[src/rtl/spi_frame_ctrl.sv]
// SPI frame controller: TX FIFO, frame sequencing
// and RX hand-off around an external serial engine.
module spi_frame_ctrl #(
  parameter int DATA_WIDTH = 8,
  parameter int FIFO_DEPTH = 4,
  parameter int GAP_CYCLES = 2
) (
  input  logic                  clk,
  input  logic                  rst_n,
  input  logic                  cpol_cfg,
  input  logic                  cpha_cfg,
  input  logic [DATA_WIDTH-1:0] tx_data,
  input  logic                  tx_valid,
  output logic                  tx_ready,
  output logic [DATA_WIDTH-1:0] rx_data,
  output logic                  rx_valid,
  input  logic                  rx_ready,
  input  logic [DATA_WIDTH-1:0] eng_rx_data,
  output logic [DATA_WIDTH-1:0] eng_din,
  output logic                  eng_cpol,
  output logic                  eng_cpha,
  output logic                  eng_done_tick,
  output logic                  eng_rst_n,
  output logic                  busy,
  output logic [$clog2(FIFO_DEPTH):0] tx_level
);

  localparam int PW = $clog2(FIFO_DEPTH);
  localparam int LW = PW + 1;
  localparam int XN = 2 * DATA_WIDTH;
  localparam int CMAX =
    (XN > GAP_CYCLES) ? XN : GAP_CYCLES;
  localparam int CW = $clog2(CMAX) + 1;
  localparam logic [CW-1:0] X_LAST = CW'(XN - 1);
  localparam logic [CW-1:0] G_LAST =
    CW'(GAP_CYCLES - 1);
  localparam logic [LW-1:0] FULL = LW'(FIFO_DEPTH);

  typedef enum logic [2:0] {
    IDLE, LOAD, XFER, CAPTURE, GAP
  } state_t;

  state_t state_q, state_d;
  logic [DATA_WIDTH-1:0] mem_q [FIFO_DEPTH];
  logic [DATA_WIDTH-1:0] mem_d [FIFO_DEPTH];
  logic [PW-1:0] wr_q, wr_d, rd_q, rd_d;
  logic [LW-1:0] lvl_q, lvl_d;
  logic [CW-1:0] cnt_q, cnt_d;
  logic [DATA_WIDTH-1:0] rxd_q, rxd_d;
  logic rxv_q, rxv_d;
  logic [DATA_WIDTH-1:0] din_q, din_d;
  logic cpol_q, cpol_d, cpha_q, cpha_d;
  logic load_n_q, load_n_d;
  logic push, pop, done_c;

  assign tx_ready = (lvl_q != FULL);
  assign push = tx_valid && tx_ready;
  assign pop = (state_q == IDLE) &&
               (lvl_q != '0);

  // FIFO storage, pointers and occupancy
  always_comb begin
    mem_d = mem_q;
    wr_d = wr_q;
    rd_d = rd_q;
    if (push) begin
      mem_d[wr_q] = tx_data;
      wr_d = wr_q + PW'(1);
    end
    if (pop) rd_d = rd_q + PW'(1);
    lvl_d = lvl_q + LW'(push) - LW'(pop);
  end

  // Frame sequencing and RX hand-off
  always_comb begin
    state_d = state_q;
    cnt_d = cnt_q;
    din_d = din_q;
    cpol_d = cpol_q;
    cpha_d = cpha_q;
    load_n_d = 1'b1;
    rxd_d = rxd_q;
    rxv_d = rxv_q && !rx_ready;
    done_c = 1'b1;
    unique case (state_q)
      IDLE: begin
        if (pop) begin
          din_d = mem_q[rd_q];
          cpol_d = cpol_cfg;
          cpha_d = cpha_cfg;
          load_n_d = 1'b0;
          state_d = LOAD;
        end
      end
      LOAD: begin
        cnt_d = '0;
        state_d = XFER;
      end
      XFER: begin
        done_c = 1'b0;
        if (cnt_q == X_LAST) begin
          cnt_d = '0;
          state_d = CAPTURE;
        end else begin
          cnt_d = cnt_q + CW'(1);
        end
      end
      CAPTURE: begin
        if (!rxv_q || rx_ready) begin
          rxd_d = eng_rx_data;
          rxv_d = 1'b1;
          cnt_d = '0;
          state_d = GAP;
        end
      end
      GAP: begin
        if (cnt_q == G_LAST) begin
          cnt_d = '0;
          state_d = IDLE;
        end else begin
          cnt_d = cnt_q + CW'(1);
        end
      end
      default: state_d = IDLE;
    endcase
  end

  // State registers
  always_ff @(posedge clk or negedge rst_n) begin
    if (!rst_n) begin
      state_q <= IDLE;
      for (int i = 0; i < FIFO_DEPTH; i++)
        mem_q[i] <= '0;
      wr_q <= '0;
      rd_q <= '0;
      lvl_q <= '0;
      cnt_q <= '0;
      rxd_q <= '0;
      rxv_q <= 1'b0;
      din_q <= '0;
      cpol_q <= 1'b0;
      cpha_q <= 1'b0;
      load_n_q <= 1'b1;
    end else begin
      state_q <= state_d;
      mem_q <= mem_d;
      wr_q <= wr_d;
      rd_q <= rd_d;
      lvl_q <= lvl_d;
      cnt_q <= cnt_d;
      rxd_q <= rxd_d;
      rxv_q <= rxv_d;
      din_q <= din_d;
      cpol_q <= cpol_d;
      cpha_q <= cpha_d;
      load_n_q <= load_n_d;
    end
  end

  assign rx_data = rxd_q;
  assign rx_valid = rxv_q;
  assign eng_din = din_q;
  assign eng_cpol = cpol_q;
  assign eng_cpha = cpha_q;
  assign eng_done_tick = done_c;
  assign eng_rst_n = rst_n && load_n_q;
  assign busy = (state_q != IDLE);
  assign tx_level = lvl_q;

endmodule

[config.mk]
export PLATFORM = sky130hd
export DESIGN_NAME = spi_frame_ctrl
export DESIGN_NICKNAME = d
export VERILOG_FILES = /design/src/rtl/spi_frame_ctrl.sv
export SDC_FILE = /design/constraint.sdc
export NUM_CORES = 1
export LEC_CHECK = 0
export CAP_MARGIN = 20
export CORE_UTILIZATION = 45
export DETAILED_ROUTE_END_ITERATION = 10
export GPL_TIMING_DRIVEN = 1
export PLACE_DENSITY_LB_ADDON = 0.05
export SLEW_MARGIN = 10
export SYNTH_ARGS = -nofsm -noshare
export SYNTH_HDL_FRONTEND = slang
export SYNTH_SLANG_ARGS = --single-unit
[constraint.sdc]
create_clock -name clk -period 2.58 [get_ports clk]
set_input_delay 0.516 -clock clk [delete_from_list [all_inputs] [get_ports clk]]
set_output_delay 0.516 -clock clk [all_outputs]
set_load 0.05 [all_outputs]
==> flow_summary_export.csv, run 1 <==
group,metric,value,unit
run_status,status,"finished clean",
drt,route.antenna.remaining_nets,0,
hold_path,holdCritPathClass,"in2async",
finish,proportion_of_layout_cells_with_a_drive_suffix_above_1,33.8,%
synthesis,synth.cells.most_frequent,"sky130_fd_sc_hd__dfrtp_1, sky130_fd_sc_hd__mux2_2, sky130_fd_sc_hd__inv_1",
sta,setup_violations,0,
drt,totalWireLength,5.20,mm
power,total_leakage_power,1.62,nW
floorplan,die_width,83.7,µm
synthesis,ys_seq_elements,67,
clock_tree,clk-insertion-delay-late,0.34,ns
floorplan,die_area,7000,µm²
synthesis,postSynthNetCount,240,
clock_tree,cts.repair.resized,0,
sta,max_clock_freq,410,MHz
sta,timing.final.crit_share,94.6,%
synthesis,ys_seq_area_share,55.9,%
clock_tree,max-clock-path-buffers,2,
sta,fin_crit,2.44,ns
synthesis,yosys-top-cells-area,"sky130_fd_sc_hd__dfrtp_1, sky130_fd_sc_hd__mux2_2, sky130_fd_sc_hd__mux4_2",
synthesis,synth-edff-count,0,
power,ir_drop,0.000893,V
floorplan,fp-row-count,29,
power,p_switching,2.20,mW
clock_tree,cts-root-buf,"sky130_fd_sc_hd__clkbuf_8",
sta,timing.slew.headroom,45.1,%
worst_setup_path,worst_setup_path_end_kind,"primary output",
floorplan,num_io_pins,48,
synthesis,synth_top_area_share,55.0,%
clock_tree,cts_setup_buffers,0,
placement,port-buffer-count,47,
drt,avgRoutedWirePerCell,15.0,µm
worst_setup_path,critical_path.startpoint_type,"flop",
sta,final-hold-violation-count,0,
worst_setup_path,critical-path-max-stage-delay,0.71,ns
drt,drt_iter0_drc,74,
synthesis,dominantRegCellSynth,"sky130_fd_sc_hd__dfrtp_1",
drt,detail_routed_via_count_per_cell,5.11,
sta,grt_setup_unrepaired,"false",
power,combinationalPowerShare,50.0,%
clock_tree,clk_pin_slew_worst_paths,0.07,ns
clock_tree,htree_levels,3,
worst_setup_path,crit_chain,"or3_4 > clkdlybuf4s50_1",
clock_tree,tritoncts_clock_tree,"built",
floorplan,core_footprint,6390,µm²
synthesis,synthesis.instances,207,
finish,fillerInstances,533,
power,power.density_cell_area,1460,nW/µm²
synthesis,yosys.cell_types.count,38,
synthesis,post_synth.cell_area_avg,14.5,µm²
synthesis,netlist_area,3000,µm²
worst_setup_path,timing_worst_setup_path_type,"reg2out",
power,switching_part_of_the_total_power,40.3,%
worst_setup_path,critPathArrivalTime,1.92,ns
finish,antenna-diode-count,0,
worst_setup_path,timing.critical_path.fanout_max,9,
worst_setup_path,cp.required,2.06,ns
finish,synthToLayoutAreaGrowth,24.4,%
power,power.internal,3.26,mW
synthesis,synth.yosys.warnings,0,
clock_tree,cts_buffers,9,
placement,detailedPlacementHpwl,3.42,mm
drt,detailroute.via_count,1769,
global_routing,track_usage,17.2,%
sta,finalClockSkew,0.00610,ns
floorplan,floorplan.die.height,83.7,µm
power,report.power.total,5.46,mW
finish,ff_latch_area,1680,µm²
drt,drt-pass1-iter-count,4,
synthesis,synth_largest_area_cell,"sky130_fd_sc_hd__dfrtp_1",
placement,gp_congestion,0.745,
power,seq_power_share,35.8,%
global_routing,global_route_wire_length_before_repair,9.22,mm
synthesis,yosys.cell_count.top_type,"sky130_fd_sc_hd__dfrtp_1",
finish,area_taken_by_multi_input_logic_gates,1250,µm²
sta,fin_tns_setup,0,ns
global_routing,pin_count_of_the_biggest_net_entering_global_routing,68,
floorplan,initial_utilization,47.0,%
synthesis,async_reset_ff_share,100,%
sta,transition_time_of_the_tightest_slew_check_pin,0.823,ns
finish,design.final.nets,297,
global_routing,globalRouteOverflowTotal,0,
global_routing,grt_antenna_before_repair,0,
global_routing,grt_pass1_vias,1860,
drt,drcViolationCount,0,
sta,maxSlewViolCount,0,
clock_tree,cts-hold-fix-buffers,0,
worst_setup_path,crit_slowest_cell,"sky130_fd_sc_hd__clkdlybuf4s50_1",
clock_tree,cts_sinks,67,
power,power.share.clock,14.2,%
flow_run,max-cap-violations,0,
worst_setup_path,worst_r2r_path_depth,9,
## cell families after synthesis
group           count (synthesis)  share of synthesized area (%)
flops                          67                           55.9
buf+inv                        16                           2.54
xor+xnor                        5                           1.46
compound gates                 13                           3.29
simple gates                   36                           6.84
fa+ha+maj                      11                           4.84
mux                            59                           25.1
## worst max-delay path, delay by kind of cell, from the launching register on
kind,cells,cell delay (ns)
buf+inv,1,0.71
flops,1,0.46
simple gates,1,0.42
## cell usage in the layout (no fill, tap or decap), types with 4 or more instances in the layout
master	synthesis	final
sky130_fd_sc_hd__xnor2_1	4	4
sky130_fd_sc_hd__clkdlybuf4s50_1	0	45
sky130_fd_sc_hd__nand2_2	4	4
sky130_fd_sc_hd__nand2_1	10	10
sky130_fd_sc_hd__inv_1	11	11
sky130_fd_sc_hd__nand3_1	4	4
sky130_fd_sc_hd__dfrtp_1	66	66
sky130_fd_sc_hd__buf_4	0	5
sky130_fd_sc_hd__clkbuf_8	0	10
sky130_fd_sc_hd__ha_1	10	10
sky130_fd_sc_hd__mux4_2	8	8
sky130_fd_sc_hd__mux2_2	51	51
## power groups by stage
stage,Sequential [mW],Clock (mW),Combinational (mW)
5_1_grt,2.04,0.864,2.94
3_5_place_dp,1.98,0,2.77
3_3_place_gp,1.96,0,2.73
4_1_cts,1.96,0.805,2.77
2_1_floorplan,2.44,0,1.54
6_report,1.95,0.777,2.73
## final cells by class
| cell class | count | share of cell area (%) |
|---|---|---|
| Sequential cell | 67 | 44.9 |
| Multi-Input combinational cell | 124 | 33.4 |
| Timing Repair Buffer | 51 | 13.2 |
| Clock buffer | 10 | 3.69 |
| Tap cell | 77 | 2.58 |
| Clock inverter | 6 | 1.11 |
| Inverter | 11 | 1.11 |
## per-stage QoR
| step | area (µm²) | util [%] | hold WS [ns] | instances | setup slack, ns |
|---|---|---|---|---|---|
| 4_1_cts | 3730 | 58.5 | 0.412 | 346 | 0.127 |
| 5_1_grt | 3730 | 58.5 | 0.444 | 346 | 0.0972 |
| 6_report | 3730 | 58.5 | 0.374 | 346 | 0.139 |
| 3_3_place_gp | 3560 | 55.7 | 0.483 | 330 | 0.137 |
| 3_5_place_dp | 3560 | 55.7 | 0.488 | 330 | 0.122 |
| 2_1_floorplan | 3000 | - | 0.220 | 207 | 0.0110 |
## metal layers
| metal | vias up | track usage [%] | wire length [µm] |
|---|---|---|---|
| met5 | - | 0 | 0 |
| met4 | 0 | 8.32 | 99 |
| met3 | 8 | 3.46 | 177 |
| met2 | 37 | 25.6 | 2420 |
| met1 | 870 | 24.1 | 2500 |
| li1 | 854 | - | - |
## flip-flops by register name (all words and copies together) (netlist names)
name and cells:
mem_q 32, eng_din 8, rx_data 8, cnt_q 5
state_q 3, tx_level 3, rd_q 2, wr_q 2
eng_cpha 1, eng_cpol 1, load_n_q 1, rx_valid 1
## worst paths after layout
check                                            start                    end  slack, ns
worst max-delay path            state_q[1]$_DFFE_PN0P_                   busy       0.14
worst min-delay path                             rst_n  tx_level[1]$_DFF_PN0_       0.37
worst max register to register  state_q[1]$_DFFE_PN0P_  tx_level[2]$_DFF_PN0_       0.37
worst min register to register   mem_q[14]$_DFFE_PN0P_  mem_q[14]$_DFFE_PN0P_       0.50
max in group asynchronous                        rst_n  mem_q[16]$_DFFE_PN0P_       1.67
min in group clk                 mem_q[14]$_DFFE_PN0P_  mem_q[14]$_DFFE_PN0P_       0.50
Note: power is estimated with default switching activity, not from simulation.
==> inputs of run 2 (changes only) <==
--- a/config.mk
+++ b/config.mk
@@ -6,6 +6,7 @@
 export NUM_CORES = 1
 export LEC_CHECK = 0
 export CAP_MARGIN = 20
+export CORE_MARGIN = 5
 export CORE_UTILIZATION = 45
 export DETAILED_ROUTE_END_ITERATION = 10
 export GPL_TIMING_DRIVEN = 1
==> run 2 against run 1 <==
  * Maximum frequency fell by 0.82%
  * Sequential power barely moved
  * Cell count is the same
  * Setup slack worse by 0.020 ns
  * Clock power is 27% higher
  * Die area grew 20%
  * Sequential share of layout area is 0.71 points lower
  * Largest cell class unchanged
  * Largest power group unchanged
  * Highest routed layer unchanged
==> flow_summary_export.csv, run 2 (synthesis results as in run 1) <==
group,metric,value,unit
drt,drcViolationCount,0,
global_routing,grt_pass1_vias,1853,
floorplan,fp-row-count,29,
worst_setup_path,critPathArrivalTime,1.95,ns
sta,timing.slew.headroom,43.2,%
placement,port-buffer-count,47,
sta,transition_time_of_the_tightest_slew_check_pin,0.853,ns
power,report.power.total,5.70,mW
power,power.density_cell_area,1500,nW/µm²
clock_tree,tritoncts_clock_tree,"built",
finish,fillerInstances,520,
clock_tree,cts_sinks,67,
clock_tree,cts-root-buf,"sky130_fd_sc_hd__clkbuf_8",
floorplan,die_area,8400,µm²
clock_tree,htree_levels,3,
global_routing,globalRouteOverflowTotal,0,
run_status,status,"finished clean",
drt,drt-pass1-iter-count,4,
clock_tree,max-clock-path-buffers,2,
clock_tree,cts_setup_buffers,0,
flow_run,max-cap-violations,0,
worst_setup_path,worst_setup_path_end_kind,"primary output",
power,ir_drop,0.000775,V
global_routing,track_usage,14.6,%
sta,fin_crit,2.46,ns
floorplan,num_io_pins,48,
sta,final-hold-violation-count,0,
clock_tree,clk_pin_slew_worst_paths,0.07,ns
finish,design.final.nets,297,
clock_tree,cts.repair.resized,0,
placement,detailedPlacementHpwl,3.65,mm
clock_tree,clk-insertion-delay-late,0.35,ns
finish,largest_register_ffs,32,
power,total_leakage_power,1.64,nW
global_routing,global_route_wire_length_before_repair,9.45,mm
clock_tree,cts-hold-fix-buffers,0,
hold_path,holdCritPathClass,"in2async",
placement,gp_congestion,0.703,
floorplan,die_width,91.7,µm
sta,timing.final.crit_share,95.4,%
worst_setup_path,timing_worst_setup_path_type,"reg2out",
floorplan,initial_utilization,46.7,%
finish,mostFrequentLayoutCells,"sky130_fd_sc_hd__dfrtp_1, sky130_fd_sc_hd__mux2_2, sky130_fd_sc_hd__clkdlybuf4s50_1, sky130_fd_sc_hd__inv_1",
sta,fin_tns_setup,0,ns
floorplan,core_footprint,6420,µm²
global_routing,pin_count_of_the_biggest_net_entering_global_routing,68,
finish,antenna-diode-count,0,
finish,layout.cells.most_common,"sky130_fd_sc_hd__dfrtp_1",
finish,proportion_of_layout_cells_with_a_drive_suffix_above_1,33.8,%
clock_tree,cts_buffers,9,
worst_setup_path,critical_path.startpoint_type,"flop",
drt,avgRoutedWirePerCell,16.3,µm
drt,detail_routed_via_count_per_cell,5.29,
sta,grt_setup_unrepaired,"false",
worst_setup_path,cp.required,2.06,ns
sta,max_clock_freq,406,MHz
drt,totalWireLength,5.63,mm
finish,synthToLayoutAreaGrowth,26.4,%
drt,route.antenna.remaining_nets,0,
sta,finalClockSkew,0.0129,ns
global_routing,grt_antenna_before_repair,0,
drt,detailroute.via_count,1830,
sta,maxSlewViolCount,0,
sta,setup_violations,0,
finish,top_register,"mem_q",
floorplan,floorplan.die.height,91.7,µm
worst_setup_path,timing.critical_path.fanout_max,9,
drt,drt_iter0_drc,65,
run 2: cell count changes in the layout (fill, tap and decap cells not counted):
cell	previous run	this run
sky130_fd_sc_hd__buf_12	0	1
sky130_fd_sc_hd__clkinv_2	2	1
sky130_fd_sc_hd__clkinvlp_4	3	2
sky130_fd_sc_hd__bufinv_16	0	2
sky130_fd_sc_hd__buf_4	5	4
run 2: per-layer routing:
metal  track usage, %  part of all wire, %
met2             21.5                   46
met3             3.93                  4.7
met1             19.7                   47
met5                0                    0
met4             7.91                  1.7
run 2: final timing paths:
| path | end | slack (ns) | cells past startpoint | from |
|---|---|---|---|---|
| setup / recovery | busy | 0.12 | 2 | state_q[1]$_DFFE_PN0P_ |
| hold / removal | cnt_q[0]$_DFFE_PN0P_ | 0.40 | 2 | rst_n |
| setup reg to reg | tx_level[2]$_DFF_PN0_ | 0.37 | 9 | state_q[1]$_DFFE_PN0P_ |
| hold reg to reg | rx_data[3]$_DFFE_PN0P_ | 0.51 | 1 | rx_data[3]$_DFFE_PN0P_ |
| max in group asynchronous | rd_q[0]$_DFFE_PN0P_ | 1.60 | 2 | rst_n |
| min in group clk | rx_data[3]$_DFFE_PN0P_ | 0.51 | 1 | rx_data[3]$_DFFE_PN0P_ |
run 2: cell type report:
| type | instances | area (µm²) | share of cell area, % |
|---|---|---|---|
| Sequential cell | 67 | 1680 | 44.2 |
| Inverter | 11 | 41.3 | 1.09 |
| Timing Repair Buffer | 51 | 505 | 13.3 |
| Clock buffer | 10 | 138 | 3.63 |
| Multi-Input combinational cell | 124 | 1250 | 32.9 |
| Clock inverter | 6 | 88.8 | 2.34 |
| Tap cell | 77 | 96.3 | 2.54 |
run 2: per-stage QoR:
stage | cell area (µm²) | cells | hold WS, ns | util (%) | setup WS [ns]
floorplan | 3000 | 207 | 0.220 | - | 0.0110
global placement | 3570 | 330 | 0.482 | 55.6 | 0.132
CTS | 3790 | 346 | 0.435 | 59.1 | 0.0909
finish | 3790 | 346 | 0.396 | 59.1 | 0.119
global route | 3790 | 346 | 0.473 | 59.1 | 0.0431
detailed placement | 3570 | 330 | 0.488 | 55.6 | 0.100
run 2: critical path: stages (launching register included):
cell	delay, ns
sky130_fd_sc_hd__dfrtp_1	0.47
sky130_fd_sc_hd__or3_4	0.42
sky130_fd_sc_hd__clkdlybuf4s50_1	0.72
run 2: power breakdown:
part           total, mW  leakage (nW)  internal [mW]  switching [mW]
Sequential          1.94         0.805           1.58           0.358
Combinational       2.77         0.731           1.32            1.45
Clock              0.990         0.108          0.570           0.420
Total               5.70          1.64           3.47            2.23
